`src/rtl/oled_spi_sink.sv`:
```
// Receive side of the write-only 4-wire SSD1306 SPI link: oversampled byte
// assembly, command decode into display state, and data bytes to framebuffer writes.
module oled_spi_sink #(
    parameter int SYNC_STAGES = 2,
    parameter int COLS        = 128,
    parameter int PAGES       = 8,
    localparam int CW         = $clog2(COLS),
    localparam int PW         = $clog2(PAGES),
    localparam int AW         = $clog2(COLS * PAGES)
) (
    input  logic          clk,
    input  logic          rst_n,
    input  logic          oled_sck,
    input  logic          oled_mosi,
    input  logic          oled_dc,
    input  logic          oled_cs,
    input  logic          oled_reset,
    output logic          fb_we,
    output logic [AW-1:0] fb_addr,
    output logic [7:0]    fb_wdata,
    output logic          cmd_strobe,
    output logic [7:0]    cmd_byte,
    output logic          display_on,
    output logic [7:0]    contrast,
    output logic          inverted
);

    localparam logic [1:0] ST_IDLE = 2'd0;
    localparam logic [1:0] ST_ARG1 = 2'd1;
    localparam logic [1:0] ST_ARG2 = 2'd2;

    // Synchronizer lanes {reset, cs, dc, mosi, sck}; idle levels chosen so
    // release from reset never fakes an sck edge or a panel reset.
    localparam logic [4:0] SYNC_RST = 5'b11001;

    logic [SYNC_STAGES-1:0][4:0] sync_q, sync_d;
    logic sck_s, mosi_s, dc_s, cs_s, rst_s;

    logic          sck_prev_q, sck_prev_d;
    logic [2:0]    cnt_q, cnt_d;
    logic [6:0]    shift_q, shift_d;
    logic [1:0]    state_q, state_d;
    logic [7:0]    op_q, op_d;
    logic [CW-1:0] col_q, col_d, col_start_q, col_start_d, col_end_q, col_end_d;
    logic [PW-1:0] page_q, page_d, page_start_q, page_start_d, page_end_q, page_end_d;
    logic          fb_we_q, fb_we_d;
    logic [AW-1:0] fb_addr_q, fb_addr_d;
    logic [7:0]    fb_wdata_q, fb_wdata_d;
    logic          cmd_strobe_q, cmd_strobe_d;
    logic [7:0]    cmd_byte_q, cmd_byte_d;
    logic          display_on_q, display_on_d;
    logic [7:0]    contrast_q, contrast_d;
    logic          inverted_q, inverted_d;

    logic          sck_rise;
    logic [7:0]    byte_w;

    assign {rst_s, cs_s, dc_s, mosi_s, sck_s} = sync_q[SYNC_STAGES-1];
    assign sck_rise = sck_s & ~sck_prev_q;
    assign byte_w   = {shift_q, mosi_s};

    always_comb begin
        sync_d = {sync_q[SYNC_STAGES-2:0], {oled_reset, oled_cs, oled_dc, oled_mosi, oled_sck}};
    end

    always_comb begin
        sck_prev_d   = sck_s;
        cnt_d        = cnt_q;
        shift_d      = shift_q;
        state_d      = state_q;
        op_d         = op_q;
        col_d        = col_q;
        col_start_d  = col_start_q;
        col_end_d    = col_end_q;
        page_d       = page_q;
        page_start_d = page_start_q;
        page_end_d   = page_end_q;
        fb_we_d      = 1'b0;
        fb_addr_d    = fb_addr_q;
        fb_wdata_d   = fb_wdata_q;
        cmd_strobe_d = 1'b0;
        cmd_byte_d   = cmd_byte_q;
        display_on_d = display_on_q;
        contrast_d   = contrast_q;
        inverted_d   = inverted_q;

        if (cs_s) begin
            cnt_d   = 3'd0;
            shift_d = 7'd0;
        end else if (sck_rise) begin
            shift_d = byte_w[6:0];
            cnt_d   = cnt_q + 3'd1;
            if (cnt_q == 3'd7) begin
                if (dc_s) begin
                    // Data cancels any pending argument but is still written.
                    state_d    = ST_IDLE;
                    fb_we_d    = 1'b1;
                    fb_addr_d  = AW'(page_q) * AW'(COLS) + AW'(col_q);
                    fb_wdata_d = byte_w;
                    if (col_q == col_end_q) begin
                        col_d = col_start_q;
                        if (page_q == page_end_q)
                            page_d = page_start_q;
                        else
                            page_d = (page_q == PW'(PAGES - 1)) ? '0 : page_q + 1'b1;
                    end else begin
                        col_d = (col_q == CW'(COLS - 1)) ? '0 : col_q + 1'b1;
                    end
                end else begin
                    cmd_strobe_d = 1'b1;
                    cmd_byte_d   = byte_w;
                    case (state_q)
                        ST_IDLE: begin
                            case (byte_w)
                                8'hAE: display_on_d = 1'b0;
                                8'hAF: display_on_d = 1'b1;
                                8'hA6: inverted_d   = 1'b0;
                                8'hA7: inverted_d   = 1'b1;
                                8'h81, 8'h20, 8'hA8, 8'hD3, 8'hD5, 8'hD9, 8'hDB, 8'h8D,
                                8'h21, 8'h22: begin
                                    state_d = ST_ARG1;
                                    op_d    = byte_w;
                                end
                                default: ;
                            endcase
                        end
                        ST_ARG1: begin
                            if (op_q == 8'h21) begin
                                col_start_d = byte_w[CW-1:0];
                                state_d     = ST_ARG2;
                            end else if (op_q == 8'h22) begin
                                page_start_d = byte_w[PW-1:0];
                                state_d      = ST_ARG2;
                            end else begin
                                if (op_q == 8'h81) contrast_d = byte_w;
                                state_d = ST_IDLE;
                            end
                        end
                        default: begin
                            if (op_q == 8'h21) begin
                                col_end_d = byte_w[CW-1:0];
                                col_d     = col_start_q;
                            end else begin
                                page_end_d = byte_w[PW-1:0];
                                page_d     = page_start_q;
                            end
                            state_d = ST_IDLE;
                        end
                    endcase
                end
            end
        end

        // Panel reset is synchronous and held for as long as the pin is low.
        if (!rst_s) begin
            cnt_d        = 3'd0;
            shift_d      = 7'd0;
            state_d      = ST_IDLE;
            op_d         = 8'd0;
            col_d        = '0;
            col_start_d  = '0;
            col_end_d    = CW'(COLS - 1);
            page_d       = '0;
            page_start_d = '0;
            page_end_d   = PW'(PAGES - 1);
            fb_we_d      = 1'b0;
            fb_addr_d    = '0;
            fb_wdata_d   = 8'd0;
            cmd_strobe_d = 1'b0;
            cmd_byte_d   = 8'd0;
            display_on_d = 1'b0;
            contrast_d   = 8'h7F;
            inverted_d   = 1'b0;
        end
    end

    always_ff @(posedge clk or negedge rst_n) begin
        if (!rst_n) begin
            sync_q       <= {SYNC_STAGES{SYNC_RST}};
            sck_prev_q   <= 1'b1;
            cnt_q        <= 3'd0;
            shift_q      <= 7'd0;
            state_q      <= ST_IDLE;
            op_q         <= 8'd0;
            col_q        <= '0;
            col_start_q  <= '0;
            col_end_q    <= CW'(COLS - 1);
            page_q       <= '0;
            page_start_q <= '0;
            page_end_q   <= PW'(PAGES - 1);
            fb_we_q      <= 1'b0;
            fb_addr_q    <= '0;
            fb_wdata_q   <= 8'd0;
            cmd_strobe_q <= 1'b0;
            cmd_byte_q   <= 8'd0;
            display_on_q <= 1'b0;
            contrast_q   <= 8'h7F;
            inverted_q   <= 1'b0;
        end else begin
            sync_q       <= sync_d;
            sck_prev_q   <= sck_prev_d;
            cnt_q        <= cnt_d;
            shift_q      <= shift_d;
            state_q      <= state_d;
            op_q         <= op_d;
            col_q        <= col_d;
            col_start_q  <= col_start_d;
            col_end_q    <= col_end_d;
            page_q       <= page_d;
            page_start_q <= page_start_d;
            page_end_q   <= page_end_d;
            fb_we_q      <= fb_we_d;
            fb_addr_q    <= fb_addr_d;
            fb_wdata_q   <= fb_wdata_d;
            cmd_strobe_q <= cmd_strobe_d;
            cmd_byte_q   <= cmd_byte_d;
            display_on_q <= display_on_d;
            contrast_q   <= contrast_d;
            inverted_q   <= inverted_d;
        end
    end

    assign fb_we      = fb_we_q;
    assign fb_addr    = fb_addr_q;
    assign fb_wdata   = fb_wdata_q;
    assign cmd_strobe = cmd_strobe_q;
    assign cmd_byte   = cmd_byte_q;
    assign display_on = display_on_q;
    assign contrast   = contrast_q;
    assign inverted   = inverted_q;

endmodule

```
`config.mk`:
```
export PLATFORM = sky130hd
export DESIGN_NAME = oled_spi_sink
export DESIGN_NICKNAME = d
export VERILOG_FILES = /design/src/rtl/oled_spi_sink.sv
export SDC_FILE = /design/constraint.sdc
export NUM_CORES = 1
export LEC_CHECK = 0
export CAP_MARGIN = 15
export CORE_MARGIN = 5
export CORE_UTILIZATION = 40
export CTS_CLUSTER_SIZE = 40
export DETAILED_ROUTE_END_ITERATION = 8
export DONT_BUFFER_PORTS = 1
export SYNTH_ARGS = -nofsm -noshare
export SYNTH_HDL_FRONTEND = slang
export SYNTH_SLANG_ARGS = --single-unit
```
`constraint.sdc`:
```
create_clock -name clk -period 3.1 [get_ports clk]
set_clock_uncertainty 0.2 [all_clocks]
set_input_delay 0.155 -clock clk [delete_from_list [all_inputs] [get_ports clk]]
set_output_delay 0.155 -clock clk [all_outputs]
set_load 0.02 [all_outputs]
```
Yosys cells after proc, flatten, opt, wreduce, memory -nomap -nowiden --
Cells that the tools add are included.
Word-level totals: word-level logic and storage cells 205, flip-flop bits (word level) 99, bits of input ports 7, output and inout bits 38
Operators by class: add/sub/neg operators 4, equal/unequal tests 45, bitwise operators 2, reductions and logical operators 16, mux-type cells 117
Operators with widths (number):
- $mux 8 | 26
- $mux 7 | 25
- $eq 8x8->1 const B | 12
- $mux 3 | 28
- $mux 10 | 5
- $reduce_and 6->1 | 7
- $eq 8x6->1 const B | 5
- $mux 1 | 22
- $mux 2 | 8
- $ne 2x1->1 const B | 8
- $ne 2x2->1 const B | 6
- $reduce_and 4->1 | 3
- $add 10x7->10 | 1
- $reduce_or 10->1 | 1
- $ne 3x2->1 const B | 3
- $reduce_and 8->1 | 1
- $add 7x1->7 const B | 1
- $eq 7x7->1 | 1
- $eq 7x7->1 const B | 1
- $reduce_and 7->1 | 1
- $add 3x1->3 const B | 2
- $eq 3x3->1 const B | 2
- $ne 3x1->1 const B | 2
- $ne 3x3->1 const B | 2
- 10 further kinds | 11

Depth between registers and ports, before layout --
depth in word-level cells 10, mapped depth 9, gate-level depth less buffers 7

Worst setup path after synthesis --
No wires, ideal clock.
path kind flip-flop to flip-flop, start point register cnt_q[0], end point register op_q[2], arrival 2.086 ns, setup time 0.122 ns, cell stages (with the launch flop) 9, buffers on the path 1, period minus slack after synthesis 2.407 ns, data required time 2.778 ns, slack 0.693 ns, cells stage by stage dfrtp_1 -> ha_1 -> ha_1 -> nor4bb_1 -> buf_2 -> nand4b_1 -> nor4b_4 -> nor3_2 -> a32o_1
Between the ends: word-level cells in the longest chain between the ends 3
RTL lines:
- start, declared | RTL line 40 | logic [2:0] cnt_q, cnt_d;
- start signal, assigned | RTL line 202 | cnt_q <= cnt_d;
- $eq 3x3->1 | RTL line 93 | if (cnt_q == 3'd7) begin
- $ne 2x1->1 (no line)
- $reduce_and 6->1 (no line)
- end signal, assigned | RTL line 205 | op_q <= op_d;
- end, declared | RTL line 43 | logic [7:0] op_q, op_d;
No other way between the ends. A chain may end at the register's enable or synchronous reset.

Worst setup path in the final report --
Ends and elaborated chain as after synthesis.

==> results.sh <==
export IMPL_cts_setup_buffers=0
export IMPL_r2r_start="cnt_q[0]"
export IMPL_slew_limit_headroom_pct=40.76
export IMPL_grt_total_usage_pct=15.96
export IMPL_dr_pass1_iters=4
export IMPL_die_h_um=116.1
export IMPL_diodes=0
export IMPL_cts_sinks=99
export IMPL_reg2regPathDepth=8
export IMPL_rsz0062_at_grt="no"
export IMPL_synth_area_per_cell_um2=10.86
export IMPL_syn_num_nets=427
export IMPL_tns_ps=0
export IMPL_tightest_slew_ps=886.7
export IMPL_power_frac_seq_pct=52.2
export IMPL_fin_crit_ps=2651
export IMPL_finalCritPeriodShare_pct=85.52
export IMPL_place_gp_congestion=0.8207
export IMPL_placement_io_buffers=0
export IMPL_grt_pass1_wl_um=16550
export IMPL_timing_rr_end="op_q[2]"
export IMPL_hold_ws_ps=149.2
export IMPL_min_path_cells=0
export IMPL_arrival_ps=2690
export IMPL_antenna_found_initial=0
export IMPL_hold_path_end="dc_s"
export IMPL_wirelength_um=10140
export IMPL_hold_start="sync_d[7]"
export IMPL_synth_async_sr_flop_share_pct=100.0
export IMPL_worstSetupEndpointType="flop"
export IMPL_most_common_layout_cells="dfrtp_1 (75), nand2_1 (50), nor2_1 (40)"
export IMPL_first_iter_violations=319
export IMPL_fmax_ghz=0.3772
export IMPL_antenna_left=0
export IMPL_hp_class="flop to flop"
export IMPL_vdd_ir_drop_max_mv=0.4247
export IMPL_pwr_share_clk_pct=43.7
export IMPL_die_width_um=116.1
export IMPL_switchingPower_uw=551.8
export IMPL_hold_viol=0
export IMPL_outcome="finished, final reports clean"
export IMPL_path_class="flop to flop"
export IMPL_drv_cap=0
export IMPL_synth_ff_type="dfrtp_1"
export IMPL_post_route_drc_count=0
export IMPL_htreeDepth=3
export IMPL_cts_root_buffer="clkbuf_16"
export IMPL_internal_power_uw=1994
export IMPL_regToRegSetupSlack_ps=450
export IMPL_ys_seq_elements=99
export IMPL_core_area_um2=10940
export IMPL_combPwrFrac_pct=4.1
export IMPL_cts_tree="built"
export IMPL_synth_area_um2=4506
export IMPL_dp_hpwl_um=6885
export IMPL_setup_viol=0
export IMPL_start_util_pct=41.20
export IMPL_syn_inst=415
export IMPL_ys_warn_count=0
export IMPL_crit_fanout=8
export IMPL_swShare_pct=21.67
export IMPL_synth_edff_count=0
export IMPL_cts_buffers=9
export IMPL_routed_via_density=5.441
export IMPL_ys_seq_area_share_pct=55.65
export IMPL_cp_required_ps=3140
export IMPL_final_common_cell="dfrtp_1"
export IMPL_grt_ovfl_total=0
export IMPL_path_clk_slew_ps=70
export IMPL_multi_input_area_um2=1831
export IMPL_wire_per_inst_um=17.98
export IMPL_yosysUniqueCellTypes=54
export IMPL_rows=38
export IMPL_nets=431
export IMPL_drive_gt1_share_pct=14.15
export IMPL_clock_latency_ps=350
export IMPL_p_leak_uw=0.002105
export IMPL_finalMaxSlewViolations=0
export IMPL_powerDensity_nw_per_um2=505.2
export IMPL_seq_area_um2=2507
export IMPL_via_count=3069
export IMPL_grt_max_degree=100
export IMPL_area_growth_syn_to_layout_pct=11.86
export IMPL_crit_path_start_kind="flop"
export IMPL_die_area_um2=13490
export IMPL_grt_pass1_vias=3155
export IMPL_ios=45
export IMPL_clk_path_buf_depth=2
export IMPL_fillers=1044
==> kinds of logic (layout without fill, tap and decap cells) <==
| kind of cell | count (synthesis) | in the layout | synth area share (%) |
|---|---|---|---|
| buffers and inverters | 40 | 49 | 3.721 |
| xor gates and xnor gates | 14 | 14 | 2.722 |
| muxes | 41 | 41 | 9.220 |
| and+or+nand+nor | 144 | 144 | 15.86 |
| adders and majority gates | 5 | 5 | 1.389 |
| AOI/OAI and AO/OA | 72 | 72 | 11.44 |
| DFF | 99 | 99 | 55.65 |
==> power by group through the flow <==
stage | Sequential [uW] | Clock (uW) | Combinational [uW]
after floorplan | 1350 | 0 | 56.8
after global placement | 1350 | 0 | 70.5
after detailed placement | 1350 | 0 | 71.4
after CTS | 1330 | 1140 | 108
after global routing | 1330 | 1200 | 120
final | 1330 | 1110 | 105
==> worst max-delay path by stage <==
stage          startpoint      end  slack, ps  cells after the start
2_1_floorplan    cnt_q[0]  op_q[2]        690                      8
3_3_place_gp     cnt_q[0]  op_q[2]        550                      8
3_5_place_dp     cnt_q[0]  op_q[2]        420                      8
4_1_cts          cnt_q[0]  op_q[2]        420                      8
5_1_grt          cnt_q[0]  op_q[2]        290                      8
6_report         cnt_q[0]  op_q[2]        450                      8
==> stage by stage <==
stage | cell area [um^2] | cells | power [uW] | setup WS (ps) | utilization, %
final | 5040 | 564 | 2546 | 448.9 | 46.09
after floorplan | 4506 | 415 | 1403 | 692.6 | -
after CTS | 5040 | 564 | 2581 | 422.6 | 46.09
after global routing | 5040 | 564 | 2651 | 285.6 | 46.09
after detailed placement | 4656 | 541 | 1425 | 417.6 | 42.57
after global placement | 4656 | 541 | 1423 | 546.8 | 42.57
==> registers in the layout (all words and copies together) (netlist names), 2 cells and up <==
register and flops:
fb_addr 10, cmd_byte 8, contrast 8, fb_wdata 8, op_q 8, col_end_q 7
col_q 7, col_start_q 7, shift_q 7, sync_d 5, cnt_q 3, page_end_q 3
page_q 3, page_start_q 3, state_q 2
==> layer usage <==
layer  routed length (um)  part of all wire (%)  vias to the layer above  global-route usage, %
met5                    0                     0                        -                      0
met4                   73                  0.72                        0                  3.016
met3                  643                   6.3                        8                  6.010
met2                 4546                    45                       82                  24.24
met1                 4874                    48                     1519                  22.16
li1                     -                     -                     1460                      -
==> repair_timing <==
action / in CTS / in global routing
hold buffers: 7 / 0
hold endpoints to repair: 104 / 0
gates resized for setup: 0 / 0
==> area by class of cell <==
class,count,area share [%]
flip-flops and latches,99,49.75
well taps,140,3.476
multi-input cells,276,36.32
clock buffers,12,4.891
inverters,14,1.043
clock inverters,4,0.9930
repair buffers,19,3.525
==> worst max-delay path: stages (launching register included) <==
cell,delay [ps]
dfrtp_1,370
ha_1,150
ha_1,170
nor4bb_1,280
buf_4,210
nand4b_1,250
nor4b_4,420
nor3_2,200
a32o_1,290
==> Yosys cell counts, drive strengths merged (2+ instances only) <==
cell,number,area (um^2)
dfrtp,75,1877
nand2,50,187.7
nor2,40,150.1
mux2i,37,370.4
dfstp,24,630.6
a22o,18,157.7
clkbuf,16,60.06
o21ai,16,83.83
a21oi,14,70.07
inv,14,52.55
nor3,12,65.06
xor2,12,105.1
buf,10,55.05
nand3,10,55.05
a31oi,6,37.54
ha,5,62.56
nor4b,5,65.06
and2,4,25.02
mux2,4,45.04
nor2b,4,25.02
nor4,4,25.02
a211oi,3,27.52
a31o,3,26.28
nand2b,3,18.77
o22ai,3,18.77
a21boi,2,15.01
nand3b,2,15.01
nand4,2,12.51
or3,2,12.51
xnor2,2,17.52
No activity file was read; power rests on OpenSTA's default activity.
